==> src/rtl/sub_pkg.sv <==
// Shared types for the bit-serial subtractor and the ALU sequencer.
// Holds the handshake FSM state encoding.
package sub_pkg;

  typedef enum logic [1:0] {
    S_IDLE,
    S_RUN,
    S_DONE
  } sub_state_t;

endpackage

==> src/rtl/full_subtractor.sv <==
// One-bit combinational full subtractor.
// Produces difference and borrow-out from a, b and borrow-in.
module full_subtractor (
  input  logic a,
  input  logic b,
  input  logic bin,
  output logic d,
  output logic bout
);

  assign d    = a ^ b ^ bin;
  assign bout = (~a & b) | (~(a ^ b) & bin);

endmodule

==> src/rtl/serial_subtractor.sv <==
// Bit-serial LSB-first subtractor: result = a - b, one bit per clock.
// Valid/ready on both sides; outputs only change when entering DONE.
module serial_subtractor
  import sub_pkg::*;
#(
  parameter int SIZE = 8
) (
  input  logic            clk,
  input  logic            rst_n,
  input  logic            in_valid,
  output logic            in_ready,
  input  logic [SIZE-1:0] a,
  input  logic [SIZE-1:0] b,
  output logic            out_valid,
  input  logic            out_ready,
  output logic [SIZE-1:0] result,
  output logic            borrow,
  output logic            overflow
);

  localparam int CW = $clog2(SIZE + 1);

  sub_state_t state;
  sub_state_t state_nxt;

  logic [CW-1:0]   cnt;
  logic [SIZE-1:0] sa;
  logic [SIZE-1:0] sb;
  logic [SIZE-1:0] acc;
  logic [SIZE-1:0] acc_nxt;
  logic            bor;
  logic            bor_nxt;
  logic            a_msb;
  logic            b_msb;
  logic            d;
  logic            last;
  logic            fire_in;

  full_subtractor u_fs (
    .a    (sa[0]),
    .b    (sb[0]),
    .bin  (bor),
    .d    (d),
    .bout (bor_nxt)
  );

  assign in_ready  = (state == S_IDLE);
  assign out_valid = (state == S_DONE);
  assign fire_in   = in_valid && in_ready;
  assign last      = (cnt == CW'(SIZE - 1));

  // New difference bit enters at the MSB.
  assign acc_nxt = (acc >> 1)
                 | (SIZE'(d) << (SIZE - 1));

  always_ff @(posedge clk or negedge rst_n) begin
    if (!rst_n) begin
      state <= S_IDLE;
    end else begin
      state <= state_nxt;
    end
  end

  always_comb begin
    state_nxt = state;
    unique case (state)
      S_IDLE: begin
        if (fire_in) state_nxt = S_RUN;
      end
      S_RUN: begin
        if (last) state_nxt = S_DONE;
      end
      S_DONE: begin
        if (out_ready) state_nxt = S_IDLE;
      end
      default: state_nxt = S_IDLE;
    endcase
  end

  always_ff @(posedge clk or negedge rst_n) begin
    if (!rst_n) begin
      cnt      <= '0;
      sa       <= '0;
      sb       <= '0;
      acc      <= '0;
      bor      <= 1'b0;
      a_msb    <= 1'b0;
      b_msb    <= 1'b0;
      result   <= '0;
      borrow   <= 1'b0;
      overflow <= 1'b0;
    end else begin
      if (state == S_IDLE && fire_in) begin
        sa    <= a;
        sb    <= b;
        acc   <= '0;
        bor   <= 1'b0;
        cnt   <= '0;
        a_msb <= a[SIZE-1];
        b_msb <= b[SIZE-1];
      end else if (state == S_RUN) begin
        sa  <= sa >> 1;
        sb  <= sb >> 1;
        acc <= acc_nxt;
        bor <= bor_nxt;
        cnt <= cnt + 1'b1;
        if (last) begin
          result   <= acc_nxt;
          borrow   <= bor_nxt;
          // The last difference bit is the result sign bit.
          overflow <= (a_msb != b_msb)
                   && (d != a_msb);
        end
      end
    end
  end

endmodule

==> config.mk <==
export PLATFORM = sky130hd
export DESIGN_NAME = serial_subtractor
export DESIGN_NICKNAME = d
export VERILOG_FILES = /design/src/rtl/sub_pkg.sv /design/src/rtl/full_subtractor.sv /design/src/rtl/serial_subtractor.sv
export SDC_FILE = /design/constraint.sdc
export NUM_CORES = 1
export LEC_CHECK = 0
export BUFFER_PORTS_ARGS = -buffer_cell sky130_fd_sc_hd__buf_2
export CAP_MARGIN = 20
export CORE_ASPECT_RATIO = 1.1
export CORE_MARGIN = 2
export CORE_UTILIZATION = 35
export CTS_CLUSTER_SIZE = 14
export DETAILED_ROUTE_END_ITERATION = 7
export HOLD_SLACK_MARGIN = 0.06
export PLACE_DENSITY_LB_ADDON = 0.25
export SLEW_MARGIN = 30
export SYNTH_ARGS = -nofsm -noshare
export SYNTH_HDL_FRONTEND = slang
export SYNTH_SLANG_ARGS = --single-unit
export TNS_END_PERCENT = 50
==> constraint.sdc <==
create_clock -name clk -period 4.89 [get_ports clk]
set_clock_uncertainty 0.2 [all_clocks]
set_input_delay 0.978 -clock clk [delete_from_list [all_inputs] [get_ports clk]]
set_output_delay 0.978 -clock clk [all_outputs]
set_load 0.03 [all_outputs]
==> results.sh, run 1 <==
export IMPL_drc_errors=0
export IMPL_post_drt_wl_per_cell_um=12.9
export IMPL_worst_setup_path_type="flip-flop to primary output"
export IMPL_outcome="complete, no violations"
export IMPL_yosysWarnings=0
export IMPL_ff2ff_path_depth=4
export IMPL_ios=32
export IMPL_p_leak_uw=0.00107
export IMPL_start_util_pct=36.6
export IMPL_path_depth=2
export IMPL_synth_main_ff_cell="dfrtp_1"
export IMPL_antenna_found_initial=0
export IMPL_io_buffers=31
export IMPL_dr_first_iter_drc_count=40
export IMPL_hold_violations=0
export IMPL_grt_overflow=0
export IMPL_htreeDepth=2
export IMPL_multiInputGateArea_um2=709
export IMPL_clock_fmax_ghz=0.427
export IMPL_irDropWorstVdd_v=0.000272
export IMPL_pwr_density_cell_mw_per_mm2=696
export IMPL_holdCritStartpoint="cnt[3]"
export IMPL_grt_util_all_layers_pct=13.7
export IMPL_worst_pin_slew_ns=0.583
export IMPL_grt_pass1_vias=1316
export IMPL_synth_area_leaders="dfrtp_1 57%, nand2_1 10%, mux2_4 6.5%"
export IMPL_area_growth_synth_to_final_pct=15.1
export IMPL_start_kind="flip-flop"
export IMPL_place_ws_ns=2.63
export IMPL_timing_rr_start="state[0]"
export IMPL_whs_path_depth=1
export IMPL_cts_sinks=42
export IMPL_die_w_um=73.4
export IMPL_place_gp_congestion=0.722
export IMPL_ys_seq_area_share_pct=56.7
export IMPL_cp_end_kind="primary output"
export IMPL_yosysTopAreaCell="dfrtp_1"
export IMPL_antennaDiodeCount=0
export IMPL_cpLargestDelayFamily="flip-flops"
export IMPL_fillers=514
export IMPL_yosysTopAreaCellShare_pct=56.7
export IMPL_slew_limit_headroom_pct=61.0
export IMPL_worstPathMaxFanout=7
export IMPL_synth_seq_cells=42
export IMPL_post_dp_hpwl_um=2140
export IMPL_root_buffer="clkbuf_8"
export IMPL_core_mm2=0.00507
export IMPL_synthCells=180
export IMPL_layout_commonest_cell="nand2_1"
export IMPL_grt_max_degree=43
export IMPL_hold_buffers=0
export IMPL_drv_max_cap_violation_count=0
export IMPL_cts_buffers_inserted=5
export IMPL_routed_wl_um=3440
export IMPL_rsz0062_at_grt="no"
export IMPL_syn_area_per_cell_um2=10.3
export IMPL_synth_edf_count=0
export IMPL_arrival_ns=1.16
export IMPL_final_net_count=230
export IMPL_grt_pass1_wl_um=6270
export IMPL_max_stage_delay_ns=0.44
export IMPL_clkTransAtPathRegs_ns=0.09
export IMPL_period_minus_slack_ns=2.34
export IMPL_async_flop_share_pct=100
export IMPL_setup_tns_final_ns=0
export IMPL_dieArea_mm2=0.00590
export IMPL_path_cells="and2b_1, buf_2"
export IMPL_min_path_type="flip-flop to flip-flop"
export IMPL_cp_required_ns=3.71
export IMPL_synthesis_area_mm2=0.00185
export IMPL_via_per_inst=5.00
export IMPL_cp_startpoint="state[0]"
export IMPL_worst_slack_ns=2.55
export IMPL_drt_pass1_iterations=4
export IMPL_cpMaxStageDelayCell="dfrtp_1"
export IMPL_ant_nets=0
export IMPL_die_h_um=80.3
export IMPL_clk_latency_ns=0.29
export IMPL_slew_violations=0
export IMPL_cts_repair_resized=0
export IMPL_period_share_pct=47.9
export IMPL_placementRows=27
export IMPL_utilization_pct=42.1
export IMPL_syn_nets=202
export IMPL_postCtsSetupBuffers=0
export IMPL_regArea_mm2=0.00105
export IMPL_final_layout_size_suffix_gt1_share_pct=25.4
export IMPL_cts_tree="done"
export IMPL_synth_cell_types=32
export IMPL_vias=1335
export IMPL_layout_common_cells="51 x nand2_1, 42 x dfrtp_1, 30 x buf_2, 14 x nand3_1, 13 x nor2_1"
export IMPL_hold_ws_ns=0.300
export IMPL_cp_num_buf_inv=1
export IMPL_finalSetupViolations=0
export IMPL_clock_path_buffers=2
==> stage by stage <==
stage	instances	power (uW)	cell area, um2
3_3_place_gp	259	1210	2020
5_1_grt	267	1610	2130
3_5_place_dp	259	1220	2020
6_report	267	1490	2130
4_1_cts	267	1500	2130
2_1_floorplan	180	1090	1850
==> synthesized netlist by cell type, drive strengths merged (2+ instances only) <==
library cell	number
nand2	51
dfrtp	42
nand3	14
nor2	13
a31oi	12
buf	11
mux2	9
inv	4
o21ai	4
mux2i	2
==> area by class of cell <==
cell class / instances / share of cell area [%]
clock inverter: 3 / 2.11
tap: 58 / 3.40
sequential: 42 / 49.2
timing repair buffer: 33 / 8.09
clock buffer: 5 / 3.22
multi-input combinational: 122 / 33.2
inverter: 4 / 0.703
==> metal layers <==
metal  track usage [%]  vias up  share of wire, %
met2              20.5       31                45
met1              18.7      645                50
met3              3.76        4               3.4
met5                 0        -                 0
li1                  -      655                 -
met4              4.91        0               1.1
==> path summary, 6_finish.rpt <==
path,endpoint,slack [ns]
setup / recovery,out_valid,2.55
hold / removal,cnt[3],0.30
setup reg to reg,result[0],2.90
hold reg to reg,cnt[3],0.30
max in group asynchronous,sa[3],3.66
min in group asynchronous,overflow,0.46
==> sequential cells by signal (all words and copies together), names as in the netlist <==
name and count:
cnt 4, result 8, overflow 1, bor 1, sb 8, state 2
acc 7, b_msb 1, a_msb 1, borrow 1, sa 8
==> cells by family after synthesis <==
family,share of synthesized area (%)
buffers and inverters,5.13
AOI/OAI and AO/OA,6.82
muxes,8.16
adders and majority gates,1.75
and+or+nand+nor,21.5
DFF,56.7
==> where the power goes <==
group | internal, uW | switching, uW | leakage (uW)
combinational | 242 | 354 | 0.000501
sequential | 511 | 100 | 0.000519
clock | 152 | 126 | 0.0000504
total | 905 | 580 | 0.00107
Note: power is estimated with default switching activity, not from simulation.
==> inputs of run 2 (changes only) <==
ABC_AREA = 1   (was default)
clock period = 2.2 ns   (was 4.89 ns; I/O delays follow)
==> run 2 against run 1 <==
  * Largest cell class unchanged
  * Critical endpoint unchanged
  * Flip-flop and latch count did not move
  * Global-route usage barely moved
  * Total power rose by 95%
==> results.sh, run 2 <==
export IMPL_outcome="complete, no violations"
export IMPL_rsz0062_at_grt="no"
export IMPL_ys_seq_area_share_pct=54.4
export IMPL_antennaDiodeCount=0
export IMPL_htreeDepth=2
export IMPL_synthTopCellsByCount="111 x nand2_1, 42 x dfrtp_1, 29 x inv_1"
export IMPL_placementRows=28
export IMPL_period_minus_slack_ns=1.81
export IMPL_grt_util_all_layers_pct=13.6
export IMPL_start_util_pct=36.0
export IMPL_slew_violations=0
export IMPL_irDropWorstVdd_v=0.000500
export IMPL_routed_wl_um=3530
export IMPL_clock_fmax_ghz=0.554
export IMPL_syn_area_per_cell_um2=8.15
export IMPL_synth_area_leaders="dfrtp_1 54%, nand2_1 22%, inv_1 5.6%"
export IMPL_top_regs="result (8), sa (8), sb (8)"
export IMPL_synth_main_ff_cell="dfrtp_1"
export IMPL_drc_errors=0
export IMPL_switching_share_pct=40.6
export IMPL_place_gp_congestion=0.713
export IMPL_worst_setup_path_type="flip-flop to primary output"
export IMPL_hold_violations=0
export IMPL_setup_tns_final_ns=0
export IMPL_p_switching_uw=1170
export IMPL_yosysTopAreaCellShare_pct=54.4
export IMPL_layout_commonest_cell="nand2_1"
export IMPL_async_flop_share_pct=100
export IMPL_dieArea_mm2=0.00613
export IMPL_cts_sinks=42
export IMPL_drv_max_cap_violation_count=0
export IMPL_area_growth_synth_to_final_pct=16.5
export IMPL_internal_power_uw=1720
export IMPL_antenna_found_initial=0
export IMPL_yosysMostFrequentCell="nand2_1"
export IMPL_die_h_um=81.9
export IMPL_grt_pass1_wl_um=6390
export IMPL_worstPathMaxFanout=5
export IMPL_arrival_ns=1.17
export IMPL_synthesis_area_mm2=0.00193
export IMPL_via_per_inst=4.27
export IMPL_ant_nets=0
export IMPL_final_net_count=293
export IMPL_root_buffer="clkbuf_8"
export IMPL_min_path_type="input pin to flip-flop"
export IMPL_cp_end_kind="primary output"
export IMPL_post_dp_hpwl_um=2520
export IMPL_worst_pin_slew_ns=0.514
export IMPL_postCtsSetupBuffers=0
export IMPL_die_w_um=74.8
export IMPL_core_mm2=0.00536
export IMPL_pwr_density_cell_mw_per_mm2=1290
export IMPL_synth_edf_count=0
export IMPL_finalSetupViolations=0
export IMPL_hold_buffers=1
export IMPL_grt_max_degree=23
export IMPL_cts_repair_resized=0
export IMPL_clk_latency_ns=0.29
export IMPL_cts_tree="done"
export IMPL_layout_common_cells="111 x nand2_1, 42 x dfrtp_1, 31 x buf_2, 29 x inv_1, 17 x o21ai_0"
export IMPL_p_comb_share_pct=38.4
export IMPL_start_kind="flip-flop"
export IMPL_grt_pass1_vias=1423
export IMPL_ios=32
export IMPL_post_drt_wl_per_cell_um=10.2
export IMPL_slew_limit_headroom_pct=65.7
export IMPL_p_seq_share_pct=43.8
export IMPL_dr_first_iter_drc_count=62
export IMPL_synth_seq_cells=42
export IMPL_clkTransAtPathRegs_ns=0.08
export IMPL_yosysTopAreaCell="dfrtp_1"
export IMPL_cts_buffers_inserted=5
export IMPL_synth_cell_types=19
export IMPL_p_leak_uw=0.00125
export IMPL_final_layout_size_suffix_gt1_share_pct=18.4
export IMPL_cp_required_ns=1.56
export IMPL_clkPwrFrac_pct=17.8
export IMPL_io_buffers=31
export IMPL_drt_pass1_iterations=6
export IMPL_grt_overflow=0
export IMPL_period_share_pct=82.1
export IMPL_synthCells=237
export IMPL_utilization_pct=41.9
export IMPL_yosysWarnings=0
export IMPL_clock_path_buffers=2
export IMPL_vias=1480
export IMPL_syn_nets=259
==> run 2: cell types whose count changed after synthesis, sizes merged, moves of 2 or more <==
cell / change
nand2: +62
inv: +28
o21ai: +22
a31oi: -12
mux2: -9
nand3: -8
nor2: -7
buf: -4
mux2i: -2
==> run 2: worst max-delay path, cell delays in order, from the launching register on <==
cell and delay (ns):
dfrtp_1 0.48, inv_2 0.10, nor2_1 0.10, buf_2 0.20
==> run 2: final timing paths <==
path / start / endpoint / slack (ns) / depth (start not counted)
max: state[1] / out_valid / 0.39 / 3
min: out_ready / state[1] / 0.15 / 2
max reg2reg: state[1] / sa[6] / 0.62 / 5
min reg2reg: sb[5] / sb[5] / 0.28 / 2
max in group asynchronous: rst_n / result[4] / 0.84 / 3
min in group asynchronous: rst_n / acc[7] / 0.46 / 2
==> run 2: cells by family after synthesis <==
logic type / synth area share [%]
AND/OR/NAND/NOR: 26.2
flip-flops: 54.4
buffers and inverters: 9.92
AO/OA/AOI/OAI: 7.32
adder cells (fa/ha/maj): 1.68
XOR/XNOR: 0.454
==> run 2: metrics by stage <==
| stage | setup WS, ns | std cells | cell area, um2 | hold WS (ns) | power (uW) |
|---|---|---|---|---|---|
| final | 0.394 | 347 | 2250 | 0.148 | 2890 |
| after global routing | 0.309 | 347 | 2250 | 0.156 | 3190 |
| after detailed placement | 0.580 | 338 | 2140 | 0.241 | 2420 |
| after CTS | 0.361 | 347 | 2250 | 0.152 | 2940 |
| after global placement | 0.590 | 338 | 2140 | 0.242 | 2400 |
| after floorplan | 0.437 | 237 | 1930 | -0.0556 | 2150 |
==> run 2: per-layer routing <==
metal  share of wire (%)  vias up  track usage [%]
li1                    -      784                -
met5                   0        -                0
met4                0.76        0             3.75
met2                  46       25             22.7
met3                 3.5        4             3.31
met1                  50      667             17.5
==> run 2: power by group through the flow <==
stage	combinational [uW]	sequential, uW	clock, uW
4_1_cts	1140	1270	529
2_1_floorplan	776	1370	0
6_report	1110	1270	514
5_1_grt	1310	1320	561
3_3_place_gp	1120	1280	0
3_5_place_dp	1140	1280	0
==> run 2: cell type report <==
type,instances,area (um2)
clock buffer,6,82.6
clock inverter,2,12.5
fill,596,3110
inverter,32,120
sequential,42,1050
multi-input combinational,155,688
tap,75,93.8
timing repair buffer,35,200
==> inputs of run 3 (changes only) <==
clock period = 1.72 ns   (was 2.2 ns; I/O delays follow)
==> run 3 against run 2 <==
  * Design area up 5.2%
  * Critical path type unchanged
  * Sequential power up 28%
  * Combinational power up 40%
  * Critical path depth down 1
  * Count of clock-buffer cells in the layout down 1
  * Routed wire length up 9.0%
  * Worst hold slack worse by 0.078 ns
  * Sequential share of layout area down 2.2 points
  * Non-clock buffer count up 9
==> results.sh, run 3 (synthesis gave the netlist of run 2 again) <==
export IMPL_outcome="complete, no violations"
export IMPL_dieArea_mm2=0.00613
export IMPL_setup_tns_final_ns=0
export IMPL_period_share_pct=95.8
export IMPL_ff2ff_path_depth=8
export IMPL_dr_first_iter_drc_count=88
export IMPL_grt_util_all_layers_pct=14.9
export IMPL_clock_path_buffers=2
export IMPL_final_net_count=302
export IMPL_drt_pass1_iterations=4
export IMPL_drv_max_cap_violation_count=0
export IMPL_p_total_uw=3980
export IMPL_top_regs="result (8), sa (8), sb (8)"
export IMPL_placementRows=28
export IMPL_post_dp_hpwl_um=2620
export IMPL_use_met1_pct=19.2
export IMPL_ios=32
export IMPL_ant_nets=0
export IMPL_irDropWorstVdd_v=0.000681
export IMPL_met2_usage_pct=24.0
export IMPL_place_gp_congestion=0.780
export IMPL_antenna_found_initial=0
export IMPL_clk_latency_ns=0.31
export IMPL_grt_busiest_layer="met2"
export IMPL_start_util_pct=36.0
export IMPL_final_layout_size_suffix_gt1_share_pct=21.0
export IMPL_utilization_pct=44.1
export IMPL_antennaDiodeCount=0
export IMPL_postPlaceCellArea_mm2=0.00219
export IMPL_via_per_inst=4.29
export IMPL_routed_wl_um=3850
export IMPL_pwr_density_cell_mw_per_mm2=1680
export IMPL_min_path_type="input pin to flip-flop"
export IMPL_layout_common_cells="111 x nand2_1, 40 x dfrtp_1, 30 x buf_2, 29 x inv_1, 17 x o21ai_0"
export IMPL_htreeDepth=2
export IMPL_layout_commonest_cell="nand2_1"
export IMPL_root_buffer="clkbuf_8"
export IMPL_die_w_um=74.8
export IMPL_hold_violations=0
export IMPL_worst_pin_slew_ns=0.264
export IMPL_clock_fmax_ghz=0.607
export IMPL_grt_overflow=0
export IMPL_grt_pass1_vias=1498
export IMPL_worstPathMaxFanout=6
export IMPL_cp_required_ns=1.18
export IMPL_grt_pass1_wl_um=6810
export IMPL_drc_errors=0
export IMPL_slew_limit_headroom_pct=82.4
export IMPL_finalSetupViolations=0
export IMPL_clkTransAtPathRegs_ns=0.09
export IMPL_start_kind="flip-flop"
export IMPL_period_minus_slack_ns=1.65
export IMPL_rsz0062_at_grt="yes"
export IMPL_p_leak_uw=0.00131
export IMPL_slew_violations=0
export IMPL_stdcell_area_mm2=0.00237
export IMPL_whs_path_depth=3
export IMPL_cts_tree="done"
export IMPL_arrival_ns=1.10
export IMPL_grt_max_degree=43
export IMPL_core_mm2=0.00536
export IMPL_use_met3_pct=3.68
export IMPL_io_buffers=31
export IMPL_worst_setup_path_type="flip-flop to primary output"
export IMPL_cp_end_kind="primary output"
export IMPL_post_drt_wl_per_cell_um=10.8
export IMPL_die_h_um=81.9
export IMPL_cts_sinks=42
export IMPL_area_growth_synth_to_final_pct=22.6
export IMPL_vias=1529
export IMPL_cts_buffers_inserted=5
-- run 3: path summary, 6_finish.rpt --
kind	endpoint	startpoint	slack, ns
min reg2reg	overflow	overflow	0.28
max in group asynchronous	state[1]	rst_n	0.75
max	out_valid	state[0]	0.07
min in group asynchronous	result[3]	rst_n	0.34
max reg2reg	sa[6]	state[0]	0.15
min	sa[7]	a[7]	0.07
-- run 3: critical path, cell delays in order, from the launching register on --
cell,delay [ns]
dfrtp_2,0.46
nor2_1,0.13
buf_2,0.21
-- run 3: routing by layer --
metal | vias to the layer above | wire, um
met3 | 7 | 172
met4 | 0 | 68
met2 | 37 | 1740
met5 | - | 0
met1 | 686 | 1870
li1 | 799 | -
-- run 3: what timing repair did --
item,4_1_cts,5_1_grt
hold buffers,4,0
endpoints found under the hold margin,45,0
endpoints found under the setup margin,1,12
setup buffers,0,2
resized for setup,1,4
-- run 3: layout make-up --
| class | count | area (um2) |
|---|---|---|
| well taps | 75 | 93.8 |
| clock buffers | 5 | 68.8 |
| clock inverters | 3 | 43.8 |
| repair buffers | 44 | 290 |
| flip-flops and latches | 42 | 1050 |
| fillers | 561 | 2990 |
| inverters | 32 | 120 |
| multi-input cells | 155 | 696 |
-- run 3: where the power goes --
group | total [uW] | switching [uW] | internal, uW
Clock | 802 | 367 | 435
Combinational | 1550 | 983 | 567
Sequential | 1630 | 228 | 1400
Total | 3980 | 1580 | 2400
-- run 3: through the flow --
| stage | hold slack [ns] | cells | setup WS (ns) |
|---|---|---|---|
| after floorplan | -0.152 | 237 | 0.149 |
| after global placement | 0.138 | 342 | 0.179 |
| after detailed placement | 0.139 | 342 | 0.108 |
| after CTS | 0.0750 | 354 | 0.0214 |
| after global routing | 0.0763 | 356 | -0.00000289 |
| final | 0.0697 | 356 | 0.0719 |
